`config.mk`:
```
export PLATFORM = sky130hd
export DESIGN_NAME = multicycle_control_unit
export DESIGN_NICKNAME = d
export VERILOG_FILES = /design/src/rtl/multicycle_control_unit_pkg.sv /design/src/rtl/multicycle_control_unit_mem_wait_timer.sv /design/src/rtl/multicycle_control_unit.sv
export SDC_FILE = /design/constraint.sdc
export NUM_CORES = 1
export LEC_CHECK = 0
export ABC_AREA = 0
export ABC_CLOCK_PERIOD_IN_PS = 4500
export CORE_AREA = 3 3 90 92
export CTS_BUF_LIST = sky130_fd_sc_hd__clkbuf_8
export DETAILED_ROUTE_END_ITERATION = 12
export DIE_AREA = 0 0 93 95
export DONT_BUFFER_PORTS = 1
export HOLD_SLACK_MARGIN = 0.1
export PLACE_DENSITY = 0.44
export SLEW_MARGIN = 20
export SYNTH_ARGS = -nofsm -noshare
export SYNTH_HDL_FRONTEND = slang
export SYNTH_SLANG_ARGS = --single-unit
```
`constraint.sdc`:
```
create_clock -name input_CLK -period 4.5 [get_ports input_CLK]
set_clock_uncertainty 0.1 [all_clocks]
set_input_delay 0 -clock input_CLK [delete_from_list [all_inputs] [get_ports input_CLK]]
set_output_delay 0 -clock input_CLK [all_outputs]
set_load 0.01 [all_outputs]
```
`src/rtl/multicycle_control_unit_pkg.sv`:
```
// Shared encodings for the multi-cycle control unit: opcodes, ALU ops, mux selects, FSM states.
// ALU_* values must track the ALU's own decode; they leave the block unchanged in EXEC_R.
package multicycle_control_unit_pkg;

  localparam logic [3:0] OP_ADD  = 4'h0;
  localparam logic [3:0] OP_SUB  = 4'h1;
  localparam logic [3:0] OP_AND  = 4'h2;
  localparam logic [3:0] OP_OR   = 4'h3;
  localparam logic [3:0] OP_XOR  = 4'h4;
  localparam logic [3:0] OP_ADDI = 4'h5;
  localparam logic [3:0] OP_LW   = 4'h6;
  localparam logic [3:0] OP_SW   = 4'h7;
  localparam logic [3:0] OP_BEQ  = 4'h8;
  localparam logic [3:0] OP_BNE  = 4'h9;
  localparam logic [3:0] OP_J    = 4'hA;
  localparam logic [3:0] OP_HALT = 4'hF;

  localparam logic [2:0] ALU_ADD = 3'b000;
  localparam logic [2:0] ALU_SUB = 3'b001;
  localparam logic [2:0] ALU_AND = 3'b010;
  localparam logic [2:0] ALU_OR  = 3'b011;
  localparam logic [2:0] ALU_XOR = 3'b100;

  localparam logic [1:0] SRCB_REGB = 2'b00;
  localparam logic [1:0] SRCB_ONE  = 2'b01;
  localparam logic [1:0] SRCB_IMM  = 2'b10;

  localparam logic [1:0] PCSRC_ALU    = 2'b00;
  localparam logic [1:0] PCSRC_ALUOUT = 2'b01;
  localparam logic [1:0] PCSRC_JUMP   = 2'b10;

  typedef enum logic [3:0] {
    S_IDLE     = 4'd0,
    S_FETCH    = 4'd1,
    S_DECODE   = 4'd2,
    S_EXEC_R   = 4'd3,
    S_EXEC_I   = 4'd4,
    S_ALU_WB   = 4'd5,
    S_MEM_ADDR = 4'd6,
    S_MEM_RD   = 4'd7,
    S_MEM_WB   = 4'd8,
    S_MEM_WR   = 4'd9,
    S_BRANCH   = 4'd10,
    S_JUMP     = 4'd11,
    S_HALT     = 4'd12
  } state_e;

  function automatic logic is_rtype(input logic [3:0] op);
    return op <= OP_XOR;
  endfunction

endpackage

```
`src/rtl/multicycle_control_unit_mem_wait_timer.sv`:
```
// Counts consecutive cycles a memory request goes unanswered; flags timeout combinationally
// on the MEM_TIMEOUT-th such cycle. A ready on that same cycle suppresses the flag.
module multicycle_control_unit_mem_wait_timer #(
  parameter int MEM_TIMEOUT = 15
) (
  input  logic clk,
  input  logic rst_n,
  input  logic waiting,
  input  logic mem_ready,
  output logic timeout
);

  localparam int W = $clog2(MEM_TIMEOUT + 1);
  localparam logic [W-1:0] LIMIT = W'(MEM_TIMEOUT - 1);

  logic [W-1:0] cnt_q, cnt_d;
  logic         stalled;

  assign stalled = waiting && !mem_ready;

  always_comb begin
    cnt_d = '0;
    if (stalled) cnt_d = cnt_q + 1'b1;
  end

  // cnt_q holds the number of stalled cycles before this one
  assign timeout = stalled && (cnt_q >= LIMIT);

  always_ff @(posedge clk or negedge rst_n) begin
    if (!rst_n) cnt_q <= '0;
    else        cnt_q <= cnt_d;
  end

endmodule

```
`src/rtl/multicycle_control_unit.sv`:
```
// Control FSM for the 16-bit multi-cycle datapath (fetch/decode/execute/memory/writeback).
// Zero-wait latency: R/ADDI/SW 4, LW 5, branch/jump 3 cycles; memory stalls hold the state.
module multicycle_control_unit
  import multicycle_control_unit_pkg::*;
#(
  parameter int CNT_W       = 16,
  parameter int MEM_TIMEOUT = 15
) (
  input  logic             input_CLK,
  input  logic             input_Reset_n,
  input  logic [3:0]       input_Opcode,
  input  logic             input_Zero,
  input  logic             input_MemReady,
  output logic [2:0]       output_ALUOp,
  output logic             output_ALUSrcA,
  output logic [1:0]       output_ALUSrcB,
  output logic             output_PCWrite,
  output logic [1:0]       output_PCSrc,
  output logic             output_IRWrite,
  output logic             output_MemReq,
  output logic             output_MemWrite,
  output logic             output_IorD,
  output logic             output_RegWrite,
  output logic             output_MemtoReg,
  output logic             output_RegDst,
  output logic             output_Halted,
  output logic             output_Illegal,
  output logic             output_BusError,
  output logic [CNT_W-1:0] output_InstrCount,
  output logic [3:0]       output_State
);

  state_e           state_q, state_d;
  logic [3:0]       op_q, op_d;
  logic [CNT_W-1:0] cnt_q, cnt_d;
  logic             illegal_q, illegal_d;
  logic             bus_err_q, bus_err_d;
  logic             retire;
  logic             waiting;
  logic             timeout;

  assign waiting = (state_q == S_FETCH) || (state_q == S_MEM_RD) || (state_q == S_MEM_WR);

  multicycle_control_unit_mem_wait_timer #(
    .MEM_TIMEOUT(MEM_TIMEOUT)
  ) u_mem_wait_timer (
    .clk      (input_CLK),
    .rst_n    (input_Reset_n),
    .waiting  (waiting),
    .mem_ready(input_MemReady),
    .timeout  (timeout)
  );

  always_comb begin
    state_d         = state_q;
    op_d            = op_q;
    illegal_d       = illegal_q;
    bus_err_d       = bus_err_q;
    retire          = 1'b0;
    output_ALUOp    = ALU_ADD;
    output_ALUSrcA  = 1'b0;
    output_ALUSrcB  = SRCB_REGB;
    output_PCWrite  = 1'b0;
    output_PCSrc    = PCSRC_ALU;
    output_IRWrite  = 1'b0;
    output_MemReq   = 1'b0;
    output_MemWrite = 1'b0;
    output_IorD     = 1'b0;
    output_RegWrite = 1'b0;
    output_MemtoReg = 1'b0;
    output_RegDst   = 1'b0;
    output_Halted   = 1'b0;

    case (state_q)
      S_IDLE: state_d = S_FETCH;
      S_FETCH: begin
        output_MemReq  = 1'b1;
        output_ALUSrcB = SRCB_ONE;
        output_IRWrite = input_MemReady;
        output_PCWrite = input_MemReady;
        if (input_MemReady) state_d = S_DECODE;
        else if (timeout) begin
          state_d   = S_HALT;
          bus_err_d = 1'b1;
        end
      end
      S_DECODE: begin
        // Precompute the branch target into ALUOut while the opcode is decoded
        output_ALUSrcB = SRCB_IMM;
        op_d           = input_Opcode;
        if (is_rtype(input_Opcode)) state_d = S_EXEC_R;
        else begin
          case (input_Opcode)
            OP_ADDI:        state_d = S_EXEC_I;
            OP_LW, OP_SW:   state_d = S_MEM_ADDR;
            OP_BEQ, OP_BNE: state_d = S_BRANCH;
            OP_J:           state_d = S_JUMP;
            OP_HALT:        state_d = S_HALT;
            default: begin
              state_d   = S_HALT;
              illegal_d = 1'b1;
            end
          endcase
        end
      end
      S_EXEC_R: begin
        output_ALUSrcA = 1'b1;
        output_ALUSrcB = SRCB_REGB;
        output_ALUOp   = op_q[2:0];
        state_d        = S_ALU_WB;
      end
      S_EXEC_I: begin
        output_ALUSrcA = 1'b1;
        output_ALUSrcB = SRCB_IMM;
        state_d        = S_ALU_WB;
      end
      S_ALU_WB: begin
        output_RegWrite = 1'b1;
        output_RegDst   = is_rtype(op_q);
        state_d         = S_FETCH;
        retire          = 1'b1;
      end
      S_MEM_ADDR: begin
        output_ALUSrcA = 1'b1;
        output_ALUSrcB = SRCB_IMM;
        state_d        = (op_q == OP_LW) ? S_MEM_RD : S_MEM_WR;
      end
      S_MEM_RD: begin
        output_MemReq = 1'b1;
        output_IorD   = 1'b1;
        if (input_MemReady) state_d = S_MEM_WB;
        else if (timeout) begin
          state_d   = S_HALT;
          bus_err_d = 1'b1;
        end
      end
      S_MEM_WB: begin
        output_RegWrite = 1'b1;
        output_MemtoReg = 1'b1;
        state_d         = S_FETCH;
        retire          = 1'b1;
      end
      S_MEM_WR: begin
        output_MemReq   = 1'b1;
        output_MemWrite = 1'b1;
        output_IorD     = 1'b1;
        if (input_MemReady) begin
          state_d = S_FETCH;
          retire  = 1'b1;
        end else if (timeout) begin
          state_d   = S_HALT;
          bus_err_d = 1'b1;
        end
      end
      S_BRANCH: begin
        output_ALUSrcA = 1'b1;
        output_ALUSrcB = SRCB_REGB;
        output_ALUOp   = ALU_SUB;
        output_PCSrc   = PCSRC_ALUOUT;
        output_PCWrite = ((op_q == OP_BEQ) && input_Zero) || ((op_q == OP_BNE) && !input_Zero);
        state_d        = S_FETCH;
        retire         = 1'b1;
      end
      S_JUMP: begin
        output_PCWrite = 1'b1;
        output_PCSrc   = PCSRC_JUMP;
        state_d        = S_FETCH;
        retire         = 1'b1;
      end
      S_HALT: output_Halted = 1'b1;
      default: state_d = S_IDLE;
    endcase

    cnt_d = retire ? cnt_q + 1'b1 : cnt_q;
  end

  always_ff @(posedge input_CLK or negedge input_Reset_n) begin
    if (!input_Reset_n) begin
      state_q   <= S_IDLE;
      op_q      <= OP_ADD;
      cnt_q     <= '0;
      illegal_q <= 1'b0;
      bus_err_q <= 1'b0;
    end else begin
      state_q   <= state_d;
      op_q      <= op_d;
      cnt_q     <= cnt_d;
      illegal_q <= illegal_d;
      bus_err_q <= bus_err_d;
    end
  end

  assign output_Illegal    = illegal_q;
  assign output_BusError   = bus_err_q;
  assign output_InstrCount = cnt_q;
  assign output_State      = state_q;

endmodule

```
==> impl_metrics.ini <==
[status]
status = complete, no violations

[global_route]
grt_max_degree = 31
antenna_found_initial = 0
grt_first_pass_wirelength_um = 7290
grt_use_total = 0.106
gr-total-overflow = 0
grt_pass1_vias = 1266

[drt]
routed-via-count = 1353
firstDrtPassIters = 4
drtAntennaViolNets = 0
via_per_inst = 4.65
drt-initial-drc-count = 63
drt-total-wl_um = 4560
drcViolationCount = 0
wl_per_cell_um = 15.7

[sta]
hold_viol_final = 0
fin_crit_sh = 0.491
setup_slack_ns = 2.29
rsz0062_at_grt = false
slew_headroom = 0.441
setup_viol = 0
max_clock_freq_mhz = 452
drv_slew = 0
worst_slew_pin_slew_ns = 0.839
fin_crit_ns = 2.21
hold_slack_ns = 0.106
fin_tns_setup_ns = 0

[placed_design]
dp_hpwl_um = 3140
placed_cell_area_mm2 = 0.00188
port_buffers = 0
gp_congestion = 0.680
pre_cts_ws_ns = 2.27
dp_cells = 276

[clock_network]
cts.sinks = 30
cts_buffer_depth = 2
clock_latency_ns = 0.27
post_cts_buffers = 0
cts-root-buf = clkbuf_8
cts_resized = 0
htree_levels = 2
cts.clk_slew.worst_paths_ns = 0.07
cts_tree = yes
numCtsBuffers = 5

[layout]
syn_to_final_growth_pct = 14.5
drive_gt1_frac = 0.125
n_antenna_cell = 0
fin_nets = 203
finish.utilization = 0.287
design_area_mm2 = 0.00209
fin_cells = 291

[critical_path]
cp-end-kind = flip-flop
cp.required_ns = 4.56
path_max_fanout = 20
worst-setup-path-type = flip-flop to flip-flop
start_kind = flip-flop
cp.arrival_ns = 2.27

[floorplan]
core.rowCount = 31
die_x_um = 93
die_area_mm2 = 0.00884
io_pins = 47
coreArea_mm2 = 0.00729
die_h_um = 95
initial_utilization = 0.251

[synth]
syn_inst = 188
yosys.area.top_type_share = 0.411
synth_edf_count = 0
synth_flop_cell = dfrtp_1
synth_nets = 199
synth_cell_type_count = 45
async_flop_share = 1.00
ys_ff_latch = 30
yosysTopAreaCell = dfrtp_1
netlist_area_mm2 = 0.00183
yosys_warnings = 0
synth-seq-area-share = 0.411
yosys-top-cells-area = dfrtp_1 41%, xnor2_1 7.7%, mux2_2 3.7%
syn_area_per_cell_um2 = 9.72

[run]
max_cap_violations = 0

[power]
p_leak_nw = 0.828
vdd_drop_max_mv = 0.123
p_per_area_mw_per_mm2 = 584
total_power_mw = 1.22

[min_path]
min_path_type = primary input to flip-flop
-- metal layers --
| layer | track usage | vias to the layer above | share of wire |
|---|---|---|---|
| met5 | 0 | - | 0 |
| met4 | 0.0440 | 0 | 0.014 |
| met3 | 0.0375 | 5 | 0.068 |
| met2 | 0.152 | 22 | 0.44 |
| met1 | 0.143 | 655 | 0.48 |
| li1 | - | 671 | - |
-- cells in the mapped netlist (2+ instances only) --
cell       n
nand4_1    8
nand2b_1   7
nor2b_1    4
buf_4      2
a21oi_1    4
or2_2      2
xor2_1     3
buf_2      6
inv_1      3
nor2_1    16
and3_1     3
o21ai_0    8
nor3b_1    3
dfrtp_1   30
mux2_2     6
nand3b_1   2
nand3_1    7
nand2_1   12
nor3_1     9
ha_1       3
and2_1     5
a211oi_1   4
a31oi_1    2
xnor2_1   16
buf_6      2
o21bai_1   2
-- cell type report --
cell class / count / area [um^2]
Inverter: 3 / 11.3
Clock inverter: 1 / 30.0
Fill cell: 796 / 5200
Tap cell: 99 / 124
Clock buffer: 6 / 82.6
Sequential cell: 30 / 751
Multi-Input combinational cell: 144 / 995
Timing Repair Buffer: 8 / 100
-- sequential cells by signal (all words and copies together) (netlist names) --
| signal | cells |
|---|---|
| output_State | 4 |
| output_Illegal | 1 |
| op_q | 4 |
| output_BusError | 1 |
| output_InstrCount | 16 |
| u_mem_wait_timer.cnt_q | 4 |
-- cell families (layout without fill, tap and decap cells) --
kind of cell,Yosys count,after routing,share of synthesized area
buffers and inverters,14,18,0.0452
flip-flops,30,30,0.411
AND/OR/NAND/NOR,84,84,0.272
AO/OA/AOI/OAI,31,31,0.118
adder cells (fa/ha/maj),3,3,0.0205
XOR/XNOR,19,19,0.0910
multiplexers,7,7,0.0424
-- cell usage in the layout, fill, tap and decap left out, types with 2 or more instances in the layout --
master | synthesis | final
dfrtp_1 | 30 | 30
nor2_1 | 16 | 16
xnor2_1 | 16 | 16
nand2_1 | 12 | 12
nor3_1 | 9 | 9
o21ai_0 | 8 | 8
nand4_1 | 8 | 8
nand2b_1 | 7 | 7
nand3_1 | 7 | 7
mux2_2 | 6 | 6
clkbuf_8 | 0 | 6
dlygate4sd3_1 | 0 | 6
and2_1 | 5 | 5
nor2b_1 | 4 | 4
a21oi_1 | 4 | 4
a211oi_1 | 4 | 4
inv_1 | 3 | 3
nor3b_1 | 3 | 3
xor2_1 | 3 | 3
and3_1 | 3 | 3
ha_1 | 3 | 3
or2_2 | 2 | 2
nand3b_1 | 2 | 2
o21bai_1 | 2 | 2
a31oi_1 | 2 | 2
buf_12 | 0 | 2
-- repair_timing --
action | CTS | global route
hold buffers | 8 | 0
setup endpoints to repair | 0 | 0
endpoints found under the hold margin | 46 | 0
-- final timing paths --
kind,startpoint,to,slack (ns),depth (start not counted)
max in group asynchronous,input_Reset_n,output_State[1]$_DFFE_PN0N_,3.98,3
min in group asynchronous,input_Reset_n,output_InstrCount[13]$_DFFE_PN0P_,0.14,3
worst min register to register,u_mem_wait_timer.cnt_q[0]$_DFF_PN0_,u_mem_wait_timer.cnt_q[0]$_DFF_PN0_,0.39,1
worst max register to register,output_State[2]$_DFFE_PN0N_,output_InstrCount[11]$_DFFE_PN0P_,2.29,4
worst min-delay path,input_Opcode[0],output_State[2]$_DFFE_PN0N_,0.11,3
worst max-delay path,output_State[2]$_DFFE_PN0N_,output_InstrCount[11]$_DFFE_PN0P_,2.29,4
-- power breakdown --
part,switching [mW],total [mW],internal [mW]
clock,0.101,0.278,0.177
sequential,0.211,0.551,0.340
combinational,0.204,0.393,0.188
-- worst max-delay path, stage by stage, from the launching register on --
cell and delay [ns]:
dfrtp_1 0.89, nand4bb_4 0.23, o22ai_2 0.53, nand4_1 0.18
xnor2_1 0.16
(Power assumes the default switching activity.)
